===== config.mk =====
export PLATFORM = sky130hd
export DESIGN_NAME = envelope_length
export DESIGN_NICKNAME = d
export VERILOG_FILES = /design/src/rtl/envelope_length.sv
export SDC_FILE = /design/constraint.sdc
export NUM_CORES = 1
export LEC_CHECK = 0
export BUFFER_PORTS_ARGS = -buffer_cell sky130_fd_sc_hd__buf_2
export CAP_MARGIN = 20
export CORE_UTILIZATION = 55
export CTS_BUF_LIST = sky130_fd_sc_hd__clkbuf_4
export DETAILED_ROUTE_END_ITERATION = 10
export PLACE_DENSITY = 0.86
export SLEW_MARGIN = 20
export SYNTH_ARGS = -nofsm -noshare
export SYNTH_HDL_FRONTEND = slang
export SYNTH_SLANG_ARGS = --single-unit

===== constraint.sdc =====
create_clock -name clk -period 3.6 [get_ports clk]
set_input_delay 0.36 -clock clk [delete_from_list [all_inputs] [get_ports clk]]
set_output_delay 0.36 -clock clk [all_outputs]
set_load 0.005 [all_outputs]

===== src/rtl/envelope_length.sv =====
// rtl/envelope_length.sv - per-channel envelope generator and length counter
module envelope_length (
    input  logic       clk,
    input  logic       rst_n,
    input  logic       enable_240hz,
    input  logic       enable_120hz,
    input  logic       channel_enable,
    input  logic       wr_ctrl,
    input  logic       wr_length,
    input  logic [7:0] data,
    output logic [3:0] volume,
    output logic       active
);

    logic [5:0] ctrl_q,    ctrl_d;
    logic       start_q,   start_d;
    logic [3:0] divider_q, divider_d;
    logic [3:0] decay_q,   decay_d;
    logic [7:0] length_q,  length_d;

    logic       halt;
    logic       const_vol;
    logic [3:0] period;

    assign halt      = ctrl_q[5];
    assign const_vol = ctrl_q[4];
    assign period    = ctrl_q[3:0];

    function automatic logic [7:0] length_lut(input logic [4:0] idx);
        logic [7:0] v;
        case (idx)
            5'd0:  v = 8'd10;   5'd1:  v = 8'd254;  5'd2:  v = 8'd20;   5'd3:  v = 8'd2;
            5'd4:  v = 8'd40;   5'd5:  v = 8'd4;    5'd6:  v = 8'd80;   5'd7:  v = 8'd6;
            5'd8:  v = 8'd160;  5'd9:  v = 8'd8;    5'd10: v = 8'd60;   5'd11: v = 8'd10;
            5'd12: v = 8'd14;   5'd13: v = 8'd12;   5'd14: v = 8'd26;   5'd15: v = 8'd14;
            5'd16: v = 8'd12;   5'd17: v = 8'd16;   5'd18: v = 8'd24;   5'd19: v = 8'd18;
            5'd20: v = 8'd48;   5'd21: v = 8'd20;   5'd22: v = 8'd96;   5'd23: v = 8'd22;
            5'd24: v = 8'd192;  5'd25: v = 8'd24;   5'd26: v = 8'd72;   5'd27: v = 8'd26;
            5'd28: v = 8'd16;   5'd29: v = 8'd28;   5'd30: v = 8'd32;   default: v = 8'd30;
        endcase
        return v;
    endfunction

    always_comb begin
        ctrl_d = wr_ctrl ? data[5:0] : ctrl_q;

        // Disable outranks a load, and a load outranks the half-frame decrement
        length_d = length_q;
        if (!channel_enable)
            length_d = 8'd0;
        else if (wr_length)
            length_d = length_lut(data[7:3]);
        else if (enable_120hz && (length_q != 8'd0) && !halt)
            length_d = length_q - 8'd1;

        start_d   = start_q;
        divider_d = divider_q;
        decay_d   = decay_q;
        if (enable_240hz) begin
            if (start_q) begin
                start_d   = 1'b0;
                decay_d   = 4'd15;
                divider_d = period;
            end else if (divider_q == 4'd0) begin
                divider_d = period;
                if (decay_q != 4'd0)
                    decay_d = decay_q - 4'd1;
                else if (halt)
                    decay_d = 4'd15;
            end else begin
                divider_d = divider_q - 4'd1;
            end
        end
        // A coincident write re-arms start after the tick has consumed the old flag
        if (wr_length)
            start_d = 1'b1;
    end

    always_ff @(posedge clk or negedge rst_n) begin
        if (!rst_n) begin
            ctrl_q    <= 6'd0;
            start_q   <= 1'b0;
            divider_q <= 4'd0;
            decay_q   <= 4'd0;
            length_q  <= 8'd0;
        end else begin
            ctrl_q    <= ctrl_d;
            start_q   <= start_d;
            divider_q <= divider_d;
            decay_q   <= decay_d;
            length_q  <= length_d;
        end
    end

    assign active = (length_q != 8'd0);
    assign volume = !active ? 4'd0 : (const_vol ? period : decay_q);

endmodule


==> impl_metrics.py, run 1 <==
metrics = {
    "power": {
        "vdd_drop_max_v": 0.0002579,
        "seq_power_share_pct": 50.3,
        "clkPwrFrac_pct": 18.1,
        "p_per_area_nw_per_um2": 361.6,
        "swShare_pct": 34.74,
        "leakagePower_uw": 0.0008323,
        "p_total_uw": 659.1,
        "power.internal_uw": 430.2,
        "p_switching_uw": 229.0,
        "share_comb_of_total_power_pct": 31.6,
    },
    "floorplan": {
        "start_util_pct": 59.56,
        "dieArea_um2": 3315,
        "core_um2": 2853,
        "fp.dieW_um": 57.58,
        "io_pins": 20,
        "placementRows": 19,
        "die_y_um": 57.58,
    },
    "routing": {
        "antenna_left": 0,
        "viasPerCell": 6.305,
        "firstDrtPassIters": 9,
        "drt-total-wl_mm": 3.560,
        "remaining_drc_errors": 3,
        "routedWlPerCell_um": 14.90,
        "vias": 1507,
        "drtIter0Drc": 77,
    },
    "timing": {
        "whs_ns": 0.003178,
        "min_period_ns": 2.423,
        "fin_worst_skew_ns": 0.006353,
        "finalHoldViolCount": 0,
        "worstMarginPinSlew_ns": 0.6603,
        "rsz0062_at_grt": "false",
        "setup_viol": 0,
        "finalSetupTns_ns": 0,
        "fin_crit_sh_pct": 67.29,
        "drv_slew": 0,
        "max_freq_mhz": 412.8,
        "slew-limit-headroom_pct": 55.88,
    },
    "outcome": {
        "violations": "DRC",
        "outcome": "complete, but fails checks",
    },
    "setup_path": {
        "critical_path_class": "flip-flop to output pin",
        "cp.required_ns": 3.24,
        "worstPathArrival_ns": 2.06,
        "ff2ff_path_depth": 6,
        "cp-end-kind": "output pin",
        "start_kind": "flip-flop",
        "r2r_slack_ns": 1.53,
        "crit_path_max_fanout": 5,
    },
    "synthesis": {
        "synthesis.area_um2": 1699,
        "ys_seq_area_share_pct": 33.87,
        "synth-edff-count": 0,
        "syn_avg_cell_area_um2": 8.713,
        "ys.flop_type": "dfrtp_1",
        "synth_cell_type_count": 48,
        "yosys_warnings": 0,
        "synth_cells": 195,
        "async_reset_ff_share_pct": 100.0,
        "synth_fp_nets": 219,
        "ys_ff_latch": 23,
    },
    "job": {
        "cap_violations": 0,
    },
    "final_layout": {
        "antenna_cells": 0,
        "multi_input_area_um2": 1022,
        "fillers": 244,
        "layout_common_cells": "dfrtp_1, buf_2, inv_1",
        "nets": 233,
        "final_common_cell": "dfrtp_1",
        "syn_to_final_growth_pct": 7.290,
        "drive_above_1_share_pct": 18.27,
        "final-seq-area_um2": 575.6,
    },
    "clock_network": {
        "htree_levels": 1,
        "cts_num_sinks": 23,
        "post_cts_resized": 0,
        "cts_tree": "yes",
        "cts-root-buf": "clkbuf_4",
        "post_cts_buffers": 0,
        "clock_path_buffers": 2,
        "numCtsBuffers": 3,
        "clkTransAtPathRegs_ns": 0.12,
        "hold_buffers": 0,
        "insertion_delay_ns": 0.31,
    },
    "place": {
        "finalWeightedCongestion": 0.8220,
        "port_buffers": 19,
        "hpwl_mm": 2.707,
    },
    "grt": {
        "grt_overflow_total": 0,
        "grt_first_pass_wirelength_mm": 6.085,
        "antenna_found_initial": 0,
        "grt_pass1_vias": 1345,
        "grt_max_degree": 24,
        "grtUsageTotal_pct": 23.20,
    },
    "min_path": {
        "hp-class": "primary input to asynchronous set/reset pin",
    },
}
==> layer usage <==
layer | vias to the layer above | global-route usage [%] | wire, um
met4 | 0 | 7.317 | 46
met2 | 43 | 38.04 | 1669
met3 | 4 | 1.587 | 170
met1 | 724 | 32.76 | 1673
li1 | 736 | - | -
met5 | - | 0 | 0
==> area by class of cell <==
type,instances,area share (%)
Tap cell,31,2.128
Clock buffer,3,1.235
Inverter,17,3.500
Timing Repair Buffer,19,5.216
Multi-Input combinational cell,145,56.07
Sequential cell,23,31.57
Clock inverter,1,0.2745
==> synth_stat cells (3+ instances only) <==
| master | count | share of area [%] |
|---|---|---|
| o21ai_0 | 15 | 4.4 |
| clkbuf_1 | 10 | 2.2 |
| ha_1 | 9 | 6.6 |
| mux2_2 | 8 | 5.3 |
| dfrtp_1 | 23 | 34 |
| a31oi_1 | 3 | 1.1 |
| mux2i_1 | 4 | 2.4 |
| nor3_1 | 5 | 1.5 |
| o31ai_1 | 3 | 1.3 |
| nor2_1 | 14 | 3.1 |
| nand2b_1 | 4 | 1.5 |
| inv_1 | 17 | 3.8 |
| a21oi_1 | 10 | 2.9 |
| nand2_1 | 12 | 2.7 |
| nor2b_1 | 7 | 2.6 |
| nand3_1 | 6 | 1.8 |
==> power by group through the flow <==
stage	clock, uW	combinational (uW)	sequential, uW
floorplan	0	157	320
global placement	0	203	334
detailed placement	0	207	336
CTS	123	209	330
global route	132	234	337
finish	119	208	332
==> through the flow <==
step / utilization [%] / area, um^2 / instances / worst slack (ns)
after floorplan: - / 1699 / 195 / 1.652
after CTS: 63.90 / 1823 / 239 / 1.181
after detailed placement: 62.94 / 1795 / 235 / 1.542
after global placement: 62.94 / 1795 / 235 / 1.593
final: 63.90 / 1823 / 239 / 1.177
after global routing: 63.90 / 1823 / 239 / 1.085
==> worst max-delay path, cell delays in order, from the launching register on <==
cell and delay, ns:
dfrtp_1 0.43, inv_1 0.07, ha_1 0.20, or4b_4 0.52, nor2_1 0.32, nor2_1 0.09, buf_2 0.14
==> worst paths after layout <==
path                               from           end
max                         length_q[0]     volume[1]
min                               rst_n   length_q[7]
max in group asynchronous         rst_n   length_q[3]
min in group clk                data[0]     ctrl_q[0]
min reg2reg                divider_q[0]  divider_q[0]
max reg2reg                 length_q[0]   length_q[6]
==> state kept, by name, indices dropped and copies added (netlist names) <==
signal and flops:
divider_q 4, decay_q 4, length_q 8, ctrl_q 6, start_q 1
==> kinds of logic after synthesis <==
logic type,Yosys count,synth area share [%]
adder cells (fa/ha/maj),9,6.628
multiplexers,12,7.659
XOR/XNOR,3,1.547
flip-flops,23,33.87
buffers and inverters,27,5.965
AND/OR/NAND/NOR,61,19.37
AO/OA/AOI/OAI,60,24.96
Power figures use the tool's default switching activity.
==> run 2, diff against run 1 <==
clock period = 2.4 ns   (was 3.6 ns; I/O delays follow)
==> run 2 against run 1 <==
- the flow still finishes with violations (DRC)
- cell count increased by 0.42%
- sequential cell count unchanged
- clock power increased by 61%
- utilization increased by 0.44 points
- global-route usage increased by 1.2 points
- register-to-register slack got worse by 1.2 ns
- critical path depth unchanged
- power increased by 52%
- first-iteration DRC count decreased by 3.9%
- via count increased by 0.53%
- count of clock-buffer cells in the layout unchanged
- critical path type unchanged
==> impl_metrics.py, run 2 (same netlist as run 1, synthesis figures left out) <==
metrics = {
    "outcome": {
        "outcome": "complete, but fails checks",
        "violations": "DRC",
    },
    "timing": {
        "slew-limit-headroom_pct": 61.00,
        "worstMarginPinSlew_ns": 0.5837,
        "finalSetupTns_ns": 0,
        "drv_slew": 0,
        "fin_worst_skew_ns": 0.004225,
        "fin_crit_sh_pct": 93.31,
        "finalHoldViolCount": 0,
        "rsz0062_at_grt": "false",
        "min_period_ns": 2.239,
        "max_freq_mhz": 446.6,
        "setup_viol": 0,
    },
    "place": {
        "port_buffers": 19,
        "placed_area_um2": 1795,
        "finalWeightedCongestion": 0.8099,
        "hpwl_mm": 2.725,
    },
    "grt": {
        "grt_overflow_total": 0,
        "antenna_found_initial": 0,
        "grt_pass1_vias": 1372,
        "grt_max_degree": 24,
        "grtUsageTotal_pct": 24.36,
        "grt_first_pass_wirelength_mm": 6.154,
    },
    "clock_network": {
        "cts_tree": "yes",
        "htree_levels": 1,
        "numCtsBuffers": 3,
        "clock_path_buffers": 2,
        "clkTransAtPathRegs_ns": 0.13,
        "cts-root-buf": "clkbuf_4",
        "insertion_delay_ns": 0.33,
        "cts_num_sinks": 23,
    },
    "setup_path": {
        "worstPathArrival_ns": 2.00,
        "crit_path_max_fanout": 5,
        "critical_path_class": "flip-flop to output pin",
        "start_kind": "flip-flop",
        "cp-end-kind": "output pin",
        "r2r_slack_ns": 0.32,
        "cp.required_ns": 2.16,
    },
    "floorplan": {
        "dieArea_um2": 3315,
        "io_pins": 20,
        "fp.dieW_um": 57.58,
        "core_um2": 2853,
        "placementRows": 19,
        "die_y_um": 57.58,
        "start_util_pct": 59.56,
    },
    "final_layout": {
        "final_common_cell": "dfrtp_1",
        "drive_above_1_share_pct": 18.66,
        "nets": 234,
        "layout_common_cells": "dfrtp_1, buf_2, inv_1",
        "top_regs": "length_q x8, ctrl_q x6",
        "fillers": 245,
        "syn_to_final_growth_pct": 8.026,
        "largest_reg_flops": 8,
        "final_util_pct": 64.34,
        "antenna_cells": 0,
        "top_register": "length_q",
        "final_area_um2": 1836,
    },
    "routing": {
        "drtIter0Drc": 74,
        "vias": 1515,
        "routedWlPerCell_um": 15.36,
        "viasPerCell": 6.313,
        "firstDrtPassIters": 7,
        "antenna_left": 0,
        "remaining_drc_errors": 3,
        "drt-total-wl_mm": 3.687,
    },
    "min_path": {
        "hp-class": "primary input to flip-flop",
    },
    "power": {
        "vdd_drop_max_v": 0.0002344,
        "p_total_uw": 1003,
        "leakagePower_uw": 0.0008364,
        "p_per_area_nw_per_um2": 546.7,
    },
    "job": {
        "cap_violations": 0,
    },
}
## run 2: cell count changes in the layout (fill, tap and decap cells not counted), sizes merged
cell         change
dlygate4sd3      +1
## run 2: routing by layer
layer / routed length, um / GRT usage [%]
met1: 1735 / 33.82
met2: 1706 / 38.04
met3: 198 / 4.535
met4: 46 / 8.711
met5: 0 / 0
## run 2: timing repair
item                                    4_1_cts  5_1_grt
hold buffers                                  1        0
hold endpoints to repair                     23        0
endpoints found under the setup margin        0        5
resized for setup                             0        1
setup buffers                                 0        0
## run 2: path summary, 6_finish.rpt
kind | to | from | cells after the start
setup reg to reg | length_q[6] | length_q[0] | 6
max in group asynchronous | ctrl_q[4] | rst_n | 2
hold / removal | ctrl_q[1] | data[1] | 2
min in group asynchronous | length_q[6] | rst_n | 2
hold reg to reg | divider_q[0] | divider_q[0] | 1
setup / recovery | volume[0] | length_q[0] | 6
## run 2: cell type report
class / instances / area [um^2] / share of cell area (%)
clock buffers: 3 / 22.52 / 1.227
clock inverters: 1 / 5.005 / 0.2727
inverters: 17 / 63.81 / 3.476
multi-input cells: 145 / 1025 / 55.83
flip-flops and latches: 23 / 575.6 / 31.36
well taps: 31 / 38.79 / 2.113
repair buffers: 20 / 105.1 / 5.726
## run 2: per-stage QoR
step	hold slack, ns	instances	worst slack, ns
2_1_floorplan	-0.05559	195	0.4517
3_3_place_gp	0.2411	235	0.4128
3_5_place_dp	0.2451	235	0.3409
4_1_cts	0.1370	240	0.05530
5_1_grt	0.1104	240	0.04362
6_report	0.1288	240	0.1607
## run 2: worst max-delay path, stage by stage, from the launching register on
cell and delay, ns:
dfrtp_1 0.43, inv_1 0.07, ha_1 0.20, or4b_4 0.52, nor2_2 0.24, nor2_1 0.07
buf_2 0.13
## run 2: power breakdown
group          internal [uW]  switching [uW]  total, uW
combinational            149             166        315
sequential               436            60.4        496
clock                   62.7             129        192
